### src/rtl/bcd_disp_pkg.sv
// Shared constants for the multiplexed 7-segment display: segment patterns,
// page encodings and the kinds of content a digit slot can carry.
package bcd_disp_pkg;

    localparam logic [6:0] SEG_BLANK = 7'b1111111;
    localparam logic [6:0] SEG_DASH  = 7'b0111111;

    // Active-low gfedcba patterns for decimal digits 0..9
    localparam logic [6:0] SEG_DIGIT [0:9] = '{
        7'b1000000, 7'b1111001, 7'b0100100, 7'b0110000, 7'b0011001,
        7'b0010010, 7'b0000010, 7'b1111000, 7'b0000000, 7'b0010000
    };

    localparam logic PAGE_TIME = 1'b0;
    localparam logic PAGE_DATE = 1'b1;

    typedef enum logic [1:0] {
        DIGIT,
        DASH,
        BLANK
    } slot_kind_e;

endpackage

### src/rtl/bcd_to_seg.sv
// Combinational BCD to active-low 7-segment decoder; codes above 9 show a dash,
// and the blank flag overrides everything.
module bcd_to_seg
    import bcd_disp_pkg::*;
(
    input  logic [3:0] code,
    input  logic       blank,
    output logic [6:0] seg
);

    always_comb begin
        seg = SEG_DASH;
        if (blank) begin
            seg = SEG_BLANK;
        end else if (code <= 4'd9) begin
            seg = SEG_DIGIT[code];
        end
    end

endmodule

### src/rtl/bcd_display_scan.sv
// Six-digit multiplexed display driver with time/date pages; counter digits are
// snapshotted at each frame boundary so a rollover never tears a frame.
module bcd_display_scan
    import bcd_disp_pkg::*;
#(
    parameter int SCAN_DIV    = 50000,
    parameter int PAGE_FRAMES = 500,
    parameter bit BLANK_LZ    = 1'b1
) (
    input  logic       clock,
    input  logic       reset,
    input  logic       enable_scan,
    input  logic [3:0] secbcd0,
    input  logic [3:0] secbcd1,
    input  logic [3:0] minbcd0,
    input  logic [3:0] minbcd1,
    input  logic [3:0] hourbcd0,
    input  logic [3:0] hourbcd1,
    input  logic [3:0] daybcd0,
    input  logic [3:0] daybcd1,
    input  logic [3:0] monthbcd,
    input  logic       page_sel,
    input  logic       auto_page,
    output logic [5:0] an,
    output logic [6:0] seg,
    output logic       dp,
    output logic       page,
    output logic       frame_start
);

    localparam int PW = $clog2(SCAN_DIV);
    localparam int FW = (PAGE_FRAMES > 1) ? $clog2(PAGE_FRAMES) : 1;
    localparam logic [PW-1:0] PRE_MAX = PW'(SCAN_DIV - 1);
    localparam logic [FW-1:0] FRM_MAX = FW'(PAGE_FRAMES - 1);

    logic [PW-1:0] prescaler;
    logic [2:0]    idx;
    logic [FW-1:0] frame_cnt;
    logic          page_q;
    logic [3:0]    sh_sec0, sh_sec1, sh_min0, sh_min1, sh_hour0, sh_hour1;
    logic [3:0]    sh_day0, sh_day1, sh_month;

    logic          tick;
    logic          boundary;
    slot_kind_e    kind;
    logic [3:0]    code;
    logic          dp_lit;
    logic [6:0]    seg_dec;

    assign tick     = enable_scan && (prescaler == PRE_MAX);
    assign boundary = tick && (idx == 3'd5);

    // Slot content comes only from the shadow copy, never the live inputs
    always_comb begin
        kind   = BLANK;
        code   = 4'd0;
        dp_lit = 1'b0;
        if (page_q == PAGE_TIME) begin
            kind   = DIGIT;
            dp_lit = ((idx == 3'd1) || (idx == 3'd3)) && !sh_sec0[0];
            case (idx)
                3'd0:    code = sh_sec0;
                3'd1:    code = sh_sec1;
                3'd2:    code = sh_min0;
                3'd3:    code = sh_min1;
                3'd4:    code = sh_hour0;
                3'd5: begin
                    code = sh_hour1;
                    if (BLANK_LZ && (sh_hour1 == 4'd0)) kind = BLANK;
                end
                default: kind = BLANK;
            endcase
        end else begin
            case (idx)
                3'd0: begin
                    kind = DIGIT;
                    code = sh_month;
                end
                3'd1: begin
                    kind = DASH;
                    code = 4'hA;
                end
                3'd2: begin
                    kind = DIGIT;
                    code = sh_day0;
                end
                3'd3: begin
                    kind = (BLANK_LZ && (sh_day1 == 4'd0)) ? BLANK : DIGIT;
                    code = sh_day1;
                end
                default: kind = BLANK;
            endcase
        end
    end

    bcd_to_seg u_dec (
        .code  (code),
        .blank (kind == BLANK),
        .seg   (seg_dec)
    );

    always_ff @(posedge clock) begin
        if (reset) begin
            prescaler   <= '0;
            idx         <= 3'd0;
            frame_cnt   <= '0;
            page_q      <= PAGE_TIME;
            sh_sec0     <= 4'd0;
            sh_sec1     <= 4'd0;
            sh_min0     <= 4'd0;
            sh_min1     <= 4'd0;
            sh_hour0    <= 4'd0;
            sh_hour1    <= 4'd0;
            sh_day0     <= 4'd0;
            sh_day1     <= 4'd0;
            sh_month    <= 4'd0;
            an          <= 6'b111111;
            seg         <= SEG_BLANK;
            dp          <= 1'b1;
            page        <= PAGE_TIME;
            frame_start <= 1'b0;
        end else begin
            frame_start <= boundary;
            if (enable_scan) begin
                prescaler <= (prescaler == PRE_MAX) ? '0 : prescaler + 1'b1;
            end
            if (tick) begin
                idx <= (idx == 3'd5) ? 3'd0 : idx + 3'd1;
            end
            if (boundary) begin
                sh_sec0  <= secbcd0;
                sh_sec1  <= secbcd1;
                sh_min0  <= minbcd0;
                sh_min1  <= minbcd1;
                sh_hour0 <= hourbcd0;
                sh_hour1 <= hourbcd1;
                sh_day0  <= daybcd0;
                sh_day1  <= daybcd1;
                sh_month <= monthbcd;
                if (auto_page) begin
                    if (frame_cnt == FRM_MAX) begin
                        frame_cnt <= '0;
                        page_q    <= ~page_q;
                    end else begin
                        frame_cnt <= frame_cnt + 1'b1;
                    end
                end else begin
                    page_q    <= page_sel;
                    frame_cnt <= '0;
                end
            end
            an   <= enable_scan ? ~(6'd1 << idx) : 6'b111111;
            seg  <= enable_scan ? seg_dec : SEG_BLANK;
            dp   <= ~(enable_scan && dp_lit);
            page <= page_q;
        end
    end

endmodule

### config.mk
export PLATFORM = sky130hd
export DESIGN_NAME = bcd_display_scan
export DESIGN_NICKNAME = d
export VERILOG_FILES = /design/src/rtl/bcd_disp_pkg.sv /design/src/rtl/bcd_to_seg.sv /design/src/rtl/bcd_display_scan.sv
export SDC_FILE = /design/constraint.sdc
export NUM_CORES = 1
export LEC_CHECK = 0
export ABC_AREA = 1
export CORE_ASPECT_RATIO = 0.75
export CORE_MARGIN = 5
export CORE_UTILIZATION = 54
export DETAILED_ROUTE_END_ITERATION = 12
export PLACE_DENSITY = 0.79
export SETUP_SLACK_MARGIN = 0.2
export SYNTH_ARGS = -nofsm -noshare
export SYNTH_HDL_FRONTEND = slang
export SYNTH_HIERARCHICAL = 1
export SYNTH_SLANG_ARGS = --single-unit
### constraint.sdc
create_clock -name clock -period 2.6 [get_ports clock]
set_input_delay 0.26 -clock clock [delete_from_list [all_inputs] [get_ports clock]]
set_output_delay 0.26 -clock clock [all_outputs]
set_load 0.03 [all_outputs]
=== Word level (Yosys, flattened, before mapping) ===
Memory sizes are Yosys's and may differ from the RTL's.
Cells that the tools add are included.

* Memory bits (read-only): 112
* Logic and storage cells: 74
* Input bits: 41
* Memories kept: 1
* Flip-flop bits (word level): 81

* Reduce and logical (&&, ||, !) cells: 15
* Muxes and demuxes: 18
* Order comparisons: 2
* $add $sub $neg: 3
* Shifts and indexed selects: 1
* Bitwise operators: 6
* Equal/unequal tests: 9

{| class="wikitable"
|+ Memory list
! memory !! depth !! bits a word !! read ports !! clocked after memory_dff !! write ports !! RTL line !! source
|-
| (name not given) || 16 || 7 || 1 || 0 || 0 || bcd_to_seg.sv:16 || <nowiki>seg = SEG_DIGIT[code];</nowiki>
|}

{| class="wikitable"
|+ Operator list
! operator !! count
|-
| $pmux 4 s6 || 1
|-
| $mux 7 || 3
|-
| $mux 9 || 2
|-
| $add 16x1->16 const B || 1
|-
| $eq 16x16->1 const B || 1
|-
| $mux 16 || 1
|-
| $pmux 4 s4 || 1
|-
| $add 9x1->9 const B || 1
|-
| $eq 9x9->1 const B || 1
|-
| $logic_not 4->1 || 2
|-
| $eq 3x2->1 const B || 2
|-
| $eq 3x3->1 const B || 2
|-
| $mux 2 || 3
|-
| $not 6->6 || 1
|-
| $pmux 2 s3 || 1
|-
| $shl 1x3->6 const A || 1
|-
| $ge 5x5->1 const B || 1
|-
| $not 4->5 || 1
|-
| $reduce_or 5->1 || 1
|-
| $le 4x4->1 const B || 1
|-
| $logic_and 1x1->1 || 4
|-
| $mux 4 || 1
|-
| $not 1->1 || 4
|-
| $pmux 2 s2 || 1
|-
| 13 further kinds || 16
|}

=== Longest topological paths before layout ===
* Word-level depth: 8
* Mapped depth: 16

=== Cells and area by module ===
Netlist, hierarchy kept.

{| class="wikitable"
|+ Modules (own cells, without submodules)
! module !! sequential area each (µm²) !! cells each !! area an instance (µm²) !! times used
|-
| bcd_display_scan || 1621.6 || 543 || 3752.3 || 1
|-
| bcd_to_seg || 0.0 || 37 || 220.2 || 1
|}

=== Worst setup path after synthesis ===
No wires, ideal clock.

* Kind: register to register
* Start: reg idx[0]
* End: reg seg[0]
* Stages on the path, launching flop included: 15
* Setup slack: 0.550 ns
* Arrival time: 1.921 ns
* Path buffers: 0
* Library setup time: 0.130 ns
* Cells stage by stage: dfxtp_1 > nand2_1 > inv_1 > ha_1 > inv_1 > a31oi_1 > o21ai_0 > nand2_1 > inv_1 > ha_1 > or2_1 > nand3_1 > nand3_1 > inv_1 > nand2_1

* Cells in the longest elaborated chain, start to end: 7
* Elaborated cells between the ends (all ways): 22
* Classes of those cells: order compare (1); eq/ne (6); mux (8); bitwise (2); reduce/logical (4); memory (1)

{| class="wikitable"
|+ RTL lines
! what !! RTL line !! source
|-
| from (decl) || bcd_display_scan.sv:37 || <nowiki>logic [2:0] idx;</nowiki>
|-
| from (signal assigned) || bcd_display_scan.sv:128 || <nowiki>idx <= (idx == 3'd5) ? 3'd0 : idx + 3'd1;</nowiki>
|-
| $eq 3x3->1 (tied with other cells) || bcd_display_scan.sv:61 || <nowiki>case (idx)</nowiki>
|-
| $pmux 4 s6 or $pmux 4 s4 (tied branches) || bcd_display_scan.sv:61, bcd_display_scan.sv:74 ||
|-
| $mux 4 (*) || bcd_display_scan.sv:58 || <nowiki>if (page_q == PAGE_TIME) begin</nowiki>
|-
| named net code[1] || bcd_display_scan.sv:46 || <nowiki>logic [3:0] code;</nowiki>
|-
| $not 4->5 (implied by the code) || bcd_to_seg.sv:16 ||
|-
| $mem_v2 16x7 || - ||
|-
| $mux 7 (implied by the code) (2 in a row) || bcd_to_seg.sv:16 ||
|-
| to (signal assigned) || bcd_display_scan.sv:153 || <nowiki>seg <= enable_scan ? seg_dec : SEG_BLANK;</nowiki>
|-
| to (decl) || bcd_display_scan.sv:25 || <nowiki>output logic [6:0] seg,</nowiki>
|}

Mark *: on every way through the listed nets, which the timed path passes. The rest lies on a longest branch. The select of a mux whose other input is x is not followed.
A chain may end at the register's enable or synchronous reset.

=== Worst setup path after layout ===
* Start: reg idx[1]
* End: reg seg[0]

Same word-level chain as after synthesis.

==> flow_summary.json <==
{
  "clockBufferDepth": 2,
  "r2r_slack_ps": 330,
  "cts_tree": "built",
  "cts-htree-levels": 3,
  "drt-initial-drc-count": 234,
  "synthesis.area_sq_um": 3970,
  "drc_errors": 0,
  "r2r_cells": 14,
  "syn_avg_cell_area_sq_um": 6.85,
  "power_leakage_nw": 2.01,
  "numCtsBuffers": 9,
  "setup_tns_ps": 0,
  "vias": 3887,
  "synth-seq-cells": 81,
  "syn_nets": 630,
  "setup.worst_path.class": "flop to flop",
  "die_w_microns": 109,
  "dpl.hpwl_mm": 7.39,
  "layout_commonest_cell": "nand2_1",
  "fmaxAchievable_mhz": 441,
  "cp-startpoint": "idx[1]$_SDFFE_PP0P_",
  "utilization": 0.669,
  "period_share": 0.872,
  "cp.required_ps": 2850,
  "cts-root-buf": "clkbuf_8",
  "worstMarginPinSlew_ps": 494,
  "max_slew_margin": 0.670,
  "peakVddDrop_mv": 0.322,
  "grt_usage": 0.229,
  "setup_viol": 0,
  "min_to": "prescaler[13]$_SDFFE_PP0P_",
  "final_cell_area_sq_um": 4860,
  "final_nets": 687,
  "rsz0062_at_grt": "no",
  "gp_congestion": 0.922,
  "clk_pin_slew_worst_paths_ps": 80,
  "placementRows": 27,
  "die_h_microns": 84.3,
  "routedWlPerCell_microns": 13.6,
  "dpl-instance-area_sq_um": 4570,
  "power.density_nw_per_um2": 491,
  "hp-class": "flop to flop",
  "min_from": "prescaler[13]$_SDFFE_PP0P_",
  "gr-total-overflow": 0,
  "timing.final.crit_period_ps": 2270,
  "layout_common_cells": "nand2_1 (118), nor2_1 (116), dfxtp_1 (78)",
  "cts_sinks": 81,
  "ys_warn_count": 6,
  "io_pins": 57,
  "clock_latency_ps": 350,
  "syn_inst": 580,
  "grt_pass1_wl_mm": 17.2,
  "coreArea_sq_um": 7260,
  "syn2layout_area_growth_pct": 22.3,
  "hold_viol_final": 0,
  "cp-end-kind": "flop",
  "viasPerCell": 5.23,
  "drive_gt1_frac": 0.0826,
  "cap_violations": 0,
  "start_kind": "flop",
  "ys_seq_area_frac": 0.408,
  "antenna_cells": 0,
  "rr_endpoint": "seg[0]$_SDFF_PP1_",
  "grt_pass1_vias": 3660,
  "grt_max_degree": 47,
  "worstPathArrival_ps": 2510,
  "r2r-start": "idx[1]$_SDFFE_PP0P_",
  "cts_hold_buf": 0,
  "dieArea_sq_um": 9190,
  "numPortBuffers": 56,
  "start_util": 0.547,
  "critical_path_peak_fanout": 5,
  "whs_path_depth": 1,
  "antenna_found_initial": 0,
  "final_max_slew_viol_count": 0,
  "skew_ps": 5.34,
  "antenna_left": 0,
  "status": "finished, final reports clean",
  "synth_cell_types": 39,
  "drt_first_pass_iters": 5,
  "wl_mm": 10.1
}
## cells by family (layout without fill, tap and decap cells)
kind of cell	Yosys count	count (layout)	synth area share
AOI/OAI and AO/OA	89	89	0.124
and+or+nand+nor	311	311	0.335
adders and majority gates	9	9	0.0283
xor gates and xnor gates	4	4	0.00882
DFF	81	81	0.408
buffers and inverters	86	148	0.0951
## critical path: stages (launching register included)
cell and delay [ps]:
dfxtp_4 390, nand2_1 60, inv_1 120, ha_4 180
inv_1 90, a31oi_4 210, o21ai_0 130, nand2_1 140
inv_1 100, ha_1 210, or2_1 260, nand3_1 90
nand3_1 80, inv_1 60, nand2_1 40
## worst max path at each step
stage	to	slack (ps)
2_1_floorplan	seg[0]$_SDFF_PP1_	550
3_3_place_gp	seg[0]$_SDFF_PP1_	370
3_5_place_dp	seg[0]$_SDFF_PP1_	140
4_1_cts	seg[0]$_SDFF_PP1_	230
5_1_grt	seg[0]$_SDFF_PP1_	180
6_report	seg[0]$_SDFF_PP1_	330
## registers in the layout (all words and copies together) (netlist names), 6 cells and up
register	count
an	6
prescaler	16
frame_cnt	9
seg	7
## metrics by stage
stage / power (mW) / worst slack [ps] / hold slack, ps / cells
2_1_floorplan: 1.33 / 550 / 370 / 580
3_3_place_gp: 1.41 / 369 / 441 / 724
3_5_place_dp: 1.41 / 140 / 455 / 724
4_1_cts: 2.41 / 229 / 468 / 740
5_1_grt: 2.48 / 177 / 489 / 743
6_report: 2.39 / 332 / 469 / 743
## routing by layer
layer,share of wire,wire (microns),vias up,track usage
li1,-,-,1975,-
met1,0.49,4940,1759,0.340
met2,0.44,4420,140,0.334
met3,0.065,658,13,0.0484
met4,0.010,106,0,0.0585
met5,0,0,-,0
## where the power goes
group          internal (mW)  total, mW  switching, mW
registers               1.25       1.25        0.00401
clock network          0.540       1.00          0.461
logic                 0.0747      0.134         0.0595
## synthesized netlist by cell type (all sizes together)
library cell / n / area [sq um]
xor2: 3 / 26.3
o211ai: 2 / 15.0
nand2: 122 / 468
dfxtp: 81 / 1620
nand3: 43 / 233
nor3b: 1 / 7.51
clkinv: 2 / 8.75
ha: 9 / 113
nor2b: 1 / 6.26
a31oi: 1 / 6.26
a41oi: 1 / 8.76
nand4: 8 / 65.1
o21ai: 57 / 285
a211oi: 1 / 7.51
nor2: 121 / 474
nor3: 13 / 65.1
inv: 67 / 251
buf: 11 / 95.1
clkbuf: 6 / 22.5
o21a: 2 / 15.0
or2: 2 / 12.5
o21bai: 1 / 11.3
a21oi: 16 / 80.1
o2111ai: 5 / 43.8
a22oi: 2 / 15.0
xnor2: 1 / 8.76
o22ai: 1 / 6.26
## final cells by class
class	instances	area, sq um
Sequential cell	81	1630
Timing Repair Buffer	63	613
Clock buffer	9	124
Inverter	69	260
Fill cell	676	2410
Clock inverter	7	95.1
Multi-Input combinational cell	413	2010
Tap cell	101	126
## timing repair
item,in CTS,in global routing
setup buffers,0,3
setup endpoints to repair,2,7
resized for setup,2,14
pin swaps,0,2
No activity file was read; power rests on OpenSTA's default activity.
